<file path="src/rtl/pheap_level_mem.sv">
// One level of the pipelined heap: 2**LEVEL entries {value, ptr, active} with a swept init.
// Optional write-through forwarding on same-address read/write: define PHEAP_LEVEL_BYPASS_EN.
module pheap_level_mem #(
  parameter int VALUE_W = 32,
  parameter int LEVELS  = 4,
  parameter int LEVEL   = 0,
  localparam int ADDR_W  = (LEVEL == 0) ? 1 : LEVEL,
  localparam int ENTRY_W = VALUE_W + LEVELS + 1
) (
  input  logic               clk,
  input  logic               rst_n,
  output logic               ready,
  input  logic               rd_en,
  input  logic [ADDR_W-1:0]  rd_addr,
  output logic [ENTRY_W-1:0] rd_data,
  output logic               rd_valid,
  input  logic               wr_en,
  input  logic [ADDR_W-1:0]  wr_addr,
  input  logic [ENTRY_W-1:0] wr_data,
  output logic [ADDR_W:0]    active_cnt
);

  localparam int DEPTH = 2 ** LEVEL;
  localparam logic [ENTRY_W-1:0] EMPTY = {{VALUE_W{1'b0}}, {LEVELS{1'b1}}, 1'b0};
  localparam logic [ADDR_W-1:0]  LAST  = ADDR_W'(DEPTH - 1);
  localparam logic [ADDR_W:0]    CNT_MAX = (ADDR_W + 1)'(DEPTH);

  typedef enum logic {INIT, RUN} state_t;

  state_t             state_q, state_d;
  logic [ADDR_W-1:0]  sweep_ptr;
  logic [ENTRY_W-1:0] mem [DEPTH];
  logic [DEPTH-1:0]   act_q;
  logic [ADDR_W-1:0]  ra, wa;
  logic               run, wr_go, old_act, new_act, fwd;

  // A single-slot level ignores the address bits entirely.
  assign ra = (LEVEL == 0) ? '0 : rd_addr;
  assign wa = (LEVEL == 0) ? '0 : wr_addr;

  assign run     = (state_q == RUN);
  assign ready   = run;
  assign wr_go   = run && wr_en;
  assign old_act = act_q[wa];
  assign new_act = wr_data[0];

`ifdef PHEAP_LEVEL_BYPASS_EN
  assign fwd = wr_en && (ra == wa);
`else
  assign fwd = 1'b0;
`endif

  always_ff @(posedge clk or negedge rst_n) begin
    if (!rst_n) begin
      state_q   <= INIT;
      sweep_ptr <= '0;
    end else begin
      state_q <= state_d;
      if (state_q == INIT)
        sweep_ptr <= sweep_ptr + 1'b1;
    end
  end

  always_comb begin
    state_d = state_q;
    if (state_q == INIT && sweep_ptr == LAST)
      state_d = RUN;
  end

  // Storage itself is not reset; the INIT sweep gives it defined contents.
  always_ff @(posedge clk) begin
    if (state_q == INIT)
      mem[sweep_ptr] <= EMPTY;
    else if (wr_en)
      mem[wa] <= wr_data;
  end

  always_ff @(posedge clk or negedge rst_n) begin
    if (!rst_n) begin
      rd_valid <= 1'b0;
      rd_data  <= EMPTY;
    end else if (run && rd_en) begin
      rd_valid <= 1'b1;
      rd_data  <= fwd ? wr_data : mem[ra];
    end else begin
      rd_valid <= 1'b0;
    end
  end

  // The count tracks active-bit transitions only, so it always equals popcount(act_q).
  always_ff @(posedge clk or negedge rst_n) begin
    if (!rst_n) begin
      act_q      <= '0;
      active_cnt <= '0;
    end else if (state_q == INIT) begin
      act_q      <= '0;
      active_cnt <= '0;
    end else if (wr_go) begin
      act_q[wa] <= new_act;
      if (new_act && !old_act && active_cnt != CNT_MAX)
        active_cnt <= active_cnt + 1'b1;
      else if (!new_act && old_act && active_cnt != '0)
        active_cnt <= active_cnt - 1'b1;
    end
  end

endmodule

</file>
<file path="config.mk">
export PLATFORM = sky130hd
export DESIGN_NAME = pheap_level_mem
export DESIGN_NICKNAME = d
export VERILOG_FILES = /design/src/rtl/pheap_level_mem.sv
export SDC_FILE = /design/constraint.sdc
export NUM_CORES = 1
export LEC_CHECK = 0
export CAP_MARGIN = 20
export CORE_UTILIZATION = 43
export DETAILED_ROUTE_END_ITERATION = 12
export PLACE_DENSITY = 0.76
export SLEW_MARGIN = 20
export SYNTH_ARGS = -nofsm -noshare
export SYNTH_HDL_FRONTEND = slang
export SYNTH_SLANG_ARGS = --single-unit
</file>
<file path="constraint.sdc">
create_clock -name clk -period 1.92 [get_ports clk]
set_input_delay 0.384 -clock clk [delete_from_list [all_inputs] [get_ports clk]]
set_output_delay 0.384 -clock clk [all_outputs]
set_load 0.01 [all_outputs]
</file>
Yosys cells after proc, flatten, opt, wreduce, memory -nomap -nowiden
Memories as Yosys holds them, arrays and structs flattened. A register that Yosys moved wholly into a read port is not among the register bits.
Index checks and enable logic that the tools add are counted.
{"block": "op_classes", "add_sub_neg": 3, "eq_ne": 3, "muxes": 13, "n_bitwise": 2, "reduce_logical": 13}
{"cell": "37-bit 2-to-1 mux", "n": 1}
{"cell": "37-bit OR reduction", "n": 1}
{"cell": "1-bit 2-to-1 mux", "n": 8}
{"cell": "2-bit 2-to-1 mux", "n": 4}
{"cell": "1-bit logical AND", "n": 7}
{"cell": "2-bit by 1-bit inequality test with 1-bit output (second input constant)", "n": 2}
{"cell": "1-bit zero test", "n": 3}
{"cell": "3-bit by 1-bit inequality test with 1-bit output (second input constant)", "n": 1}
{"cell": "2-bit by 1-bit adder with 2-bit output (second input constant)", "n": 1}
{"cell": "1-bit inverter", "n": 2}
{"cell": "2-bit AND reduction", "n": 1}
{"cell": "2-bit nonzero test", "n": 1}
{"cell": "2-bit by 1-bit subtractor with 2-bit output (second input constant)", "n": 1}
{"cell": "1-bit adder (second input constant)", "n": 1}
{"block": "totals", "register_bits": 6, "ram_bits": 37, "input_bits": 43, "out_inout_bits": 41, "n_memories": 1}
{"name": "mem", "words": 1, "width": 37, "read_ports": 1, "rd_clocked_by_memory_dff": 1, "write_ports": 1, "line_no": "32", "source": "logic [ENTRY_W-1:0] mem [DEPTH];"}

Logic depth before layout (Yosys ltp)
{"block": "depth", "depth_word": 7, "depth_mapped": 5}

Least setup slack after synthesis
No wires, ideal clock.
{"block": "synth_timing", "path_kind": "in2reg", "start": "input port wr_en", "end": "memory mem[0][0] in the netlist's numbering (enable)", "setup_time_ps": 400, "arrival_ps": 1607, "required_ps": 1520, "setup_slack_ps": -87, "path_stages": 2, "path_buffers": 1, "path_cell_list": "clkbuf_1 nand2b_1"}
{"block": "synth_via", "elab_chain_len": 5}
{"item": "from (decl)", "line_no": "17", "source": "input logic wr_en,"}
{"item": "1-bit 2-to-1 mux (*)", "line_no": "74", "source": "else if (wr_en)"}
{"item": "1-bit 2-to-1 mux (*)", "line_no": "72", "source": "if (state_q == INIT)"}
{"item": "1-bit 2-to-1 mux (implied by the code) (*)", "line_no": "75", "source": "mem[wa] <= wr_data;"}
{"item": "37-bit OR reduction (no line)"}
{"item": "1-bit 2-to-1 mux (no line) (*)"}
{"item": "to (decl)", "line_no": "32"}
Every way passes the cells marked *; elsewhere a longest branch is shown, timed or not.

Worst setup path after layout
{"block": "layout_timing", "start": "register state_q, in the netlist ready", "end": "output port ready"}
{"item": "from (decl)", "line_no": "30", "source": "state_t state_q, state_d;"}
{"item": "from (signal assigned)", "line_no": "58", "source": "state_q <= state_d;"}
{"item": "to (decl)", "line_no": "12", "source": "output logic ready,"}
No word-level cell between the ends.

==> out/metrics.cfg <==
[clock_network]
cts_hold_buffers = 1
path_clk_slew_ps = 80
post_cts_buffers = 0
cts_root_buf = clkbuf_8
htreeDepth = 3
cts_buffer_depth = 2
ctsResizeCount = 0
cts.sinks = 80
numCtsBuffers = 9
clock_latency_ps = 340
cts_tree = done

[route]
routed_via_density = 4.74
top_layer_used = met4
num_vias = 1788
wl_per_cell_um = 15.1
wl_met1_um = 2500
drc_errors = 0
dr.first_iter.drc_count = 44
drt_pass1_iterations = 4
dr_wl_met2_um = 2870
wl_met3_um = 238
routed_wl_um = 5690
ant_nets = 0

[floorplan]
die-area_um2 = 7600
num_rows = 30
die_h_um = 87.2
initial_core_util = 0.452
die_w_um = 87.2
ioPinCount = 84
core-area_um2 = 6910

[power_and_ir_drop]
p_leak_nw = 1.80
ir_drop_uv = 441
powerDensity_nw_per_um2 = 920

[critical_path]
cp.arrival_ps = 1450
reg2reg_to = mem[0][3]$_SDFFCE_PN1P_
path_cells = clkdlybuf4s50_1
worst_setup_path_start_kind = flip-flop
slowest_stage = clkdlybuf4s50_1
required_ps = 1540
r2r_setup_slack_ps = 440
criticalPathCategory = flip-flop to output pin
rr_startpoint = ready$_DFFE_PN0P_
crit_buf_inv = 1
ff2ff_path_depth = 3
crit_path_max_incr_delay_ps = 600
endpoint_kind = output pin
crit_family = buffers and inverters
crit_fanout = 10

[sta]
rsz0062_at_grt = false
clock_skew_ps = 10.8
setup-tns-final_ps = 0
period_share = 0.954
setup_violations = 0
slew_headroom = 0.667
worst_pin_slew_ps = 499
hold_ws_ps = 471
hold_violations = 0
finalCriticalPeriod_ps = 1830
drv_slew = 0
fmax_mhz = 546

[synthesis]
syn_area_um2 = 3120
yosys_warnings = 0
syn_avg_cell_area_um2 = 16.7
synth_cells = 187
synth_cell_type_count = 20
syn_nets = 232
synth-seq-cells = 80
seq_area_frac_synth = 0.702

[worst_hold_path]
min_from = sweep_ptr$_DFFE_PN0N_
hp-class = flip-flop to flip-flop
min_path_cells = 1
min_to = ready$_DFFE_PN0P_

[status]
status = finished clean

[global_routing]
grt_first_pass_wirelength_um = 9240
grt_overflow_total = 0
grt_start_max_net_pins = 38
grt_usage = 0.165
antenna_found_initial = 0
grt_pass1_vias = 1860

[placement]
gp_congestion = 0.682
port-buffer-count = 81
dp_hpwl_um = 3840

[run]
maxCapViolCount = 0

[layout]
antenna_cells = 0
n_fill_cell = 548
drive_gt1_frac = 0.256
fin_nets = 321
final_common_cell = clkdlybuf4s50_1
final_cell_mix = clkdlybuf4s50_1 (80), dfrtp_1 (39), edfxtp_1 (37)
syn2layout_area_growth_pct = 37.6

final cells by class:
cell class                      count  area (µm²)  area share
Multi-Input combinational cell     92         855       0.199
Clock buffer                       10         149      0.0347
Timing Repair Buffer               90         926       0.216
Tap cell                           96         120      0.0280
Inverter                            3        11.3     0.00262
Clock inverter                      6        42.5     0.00990
Sequential cell                    80        2190       0.510
worst max path at each step:
stage,endpoint,from,slack [ps],cells past startpoint
global placement,rd_data[33]$_DFFE_PN0P_,rd_en,260,4
finish,ready,ready$_DFFE_PN0P_,90,1
detailed placement,active_cnt[0]$_DFFE_PN0P_,wr_data[0],240,4
global route,ready,ready$_DFFE_PN0P_,10,1
floorplan,mem[0][0]$_SDFFCE_PN0P_,wr_en,320,2
CTS,ready,ready$_DFFE_PN0P_,50,1
power by group:
part	internal [W]	switching (W)	total, W	leakage, nW
Clock	0.000548	0.000610	0.00116	0.0934
Sequential	0.00198	0.0000891	0.00207	0.845
Combinational	0.000459	0.000266	0.000725	0.862
cell usage after synthesis, drive strengths merged:
cell type | count | area, µm²
inv | 3 | 11.3
o22ai | 1 | 6.26
clkbuf | 8 | 30.0
o21a | 1 | 7.51
nor2b | 1 | 6.26
nand2 | 5 | 18.8
nor3b | 2 | 15.0
dfrtp | 39 | 976
mux2 | 37 | 488
xnor2 | 1 | 8.76
buf | 4 | 38.8
or2 | 4 | 25.0
and3 | 33 | 206
dfstp | 4 | 105
mux2i | 3 | 30.0
ha | 2 | 25.0
nand2b | 2 | 12.5
edfxtp | 37 | 1110
metrics by stage:
stage | setup WS [ps] | utilization | std cells | total power (W) | area (µm²)
floorplan | 316 | - | 187 | 0.00242 | 3120
global placement | 262 | 0.593 | 360 | 0.00281 | 4090
detailed placement | 245 | 0.593 | 360 | 0.00284 | 4090
CTS | 46.0 | 0.622 | 377 | 0.00400 | 4300
global route | 13.1 | 0.622 | 377 | 0.00415 | 4300
finish | 89.3 | 0.622 | 377 | 0.00395 | 4300
state kept, by name, indices dropped and copies added, names as in the netlist:
name,count
act_q,1
active_cnt,2
mem,37
rd_data,37
rd_valid,1
ready,1
sweep_ptr,1
cells by family after synthesis:
| logic type | after synthesis | synth area share |
|---|---|---|
| xor+xnor | 1 | 0.00281 |
| fa+ha+maj | 2 | 0.00801 |
| buf+inv | 15 | 0.0256 |
| compound gates | 2 | 0.00441 |
| simple gates | 47 | 0.0910 |
| flops | 80 | 0.702 |
| mux | 40 | 0.166 |
routing by layer:
layer | vias to the layer above | global-route usage
met2 | 46 | 0.271
met1 | 887 | 0.213
met5 | - | 0
met3 | 7 | 0.0332
met4 | 0 | 0.0760
li1 | 848 | -
Note: power is estimated with default switching activity, not from simulation.
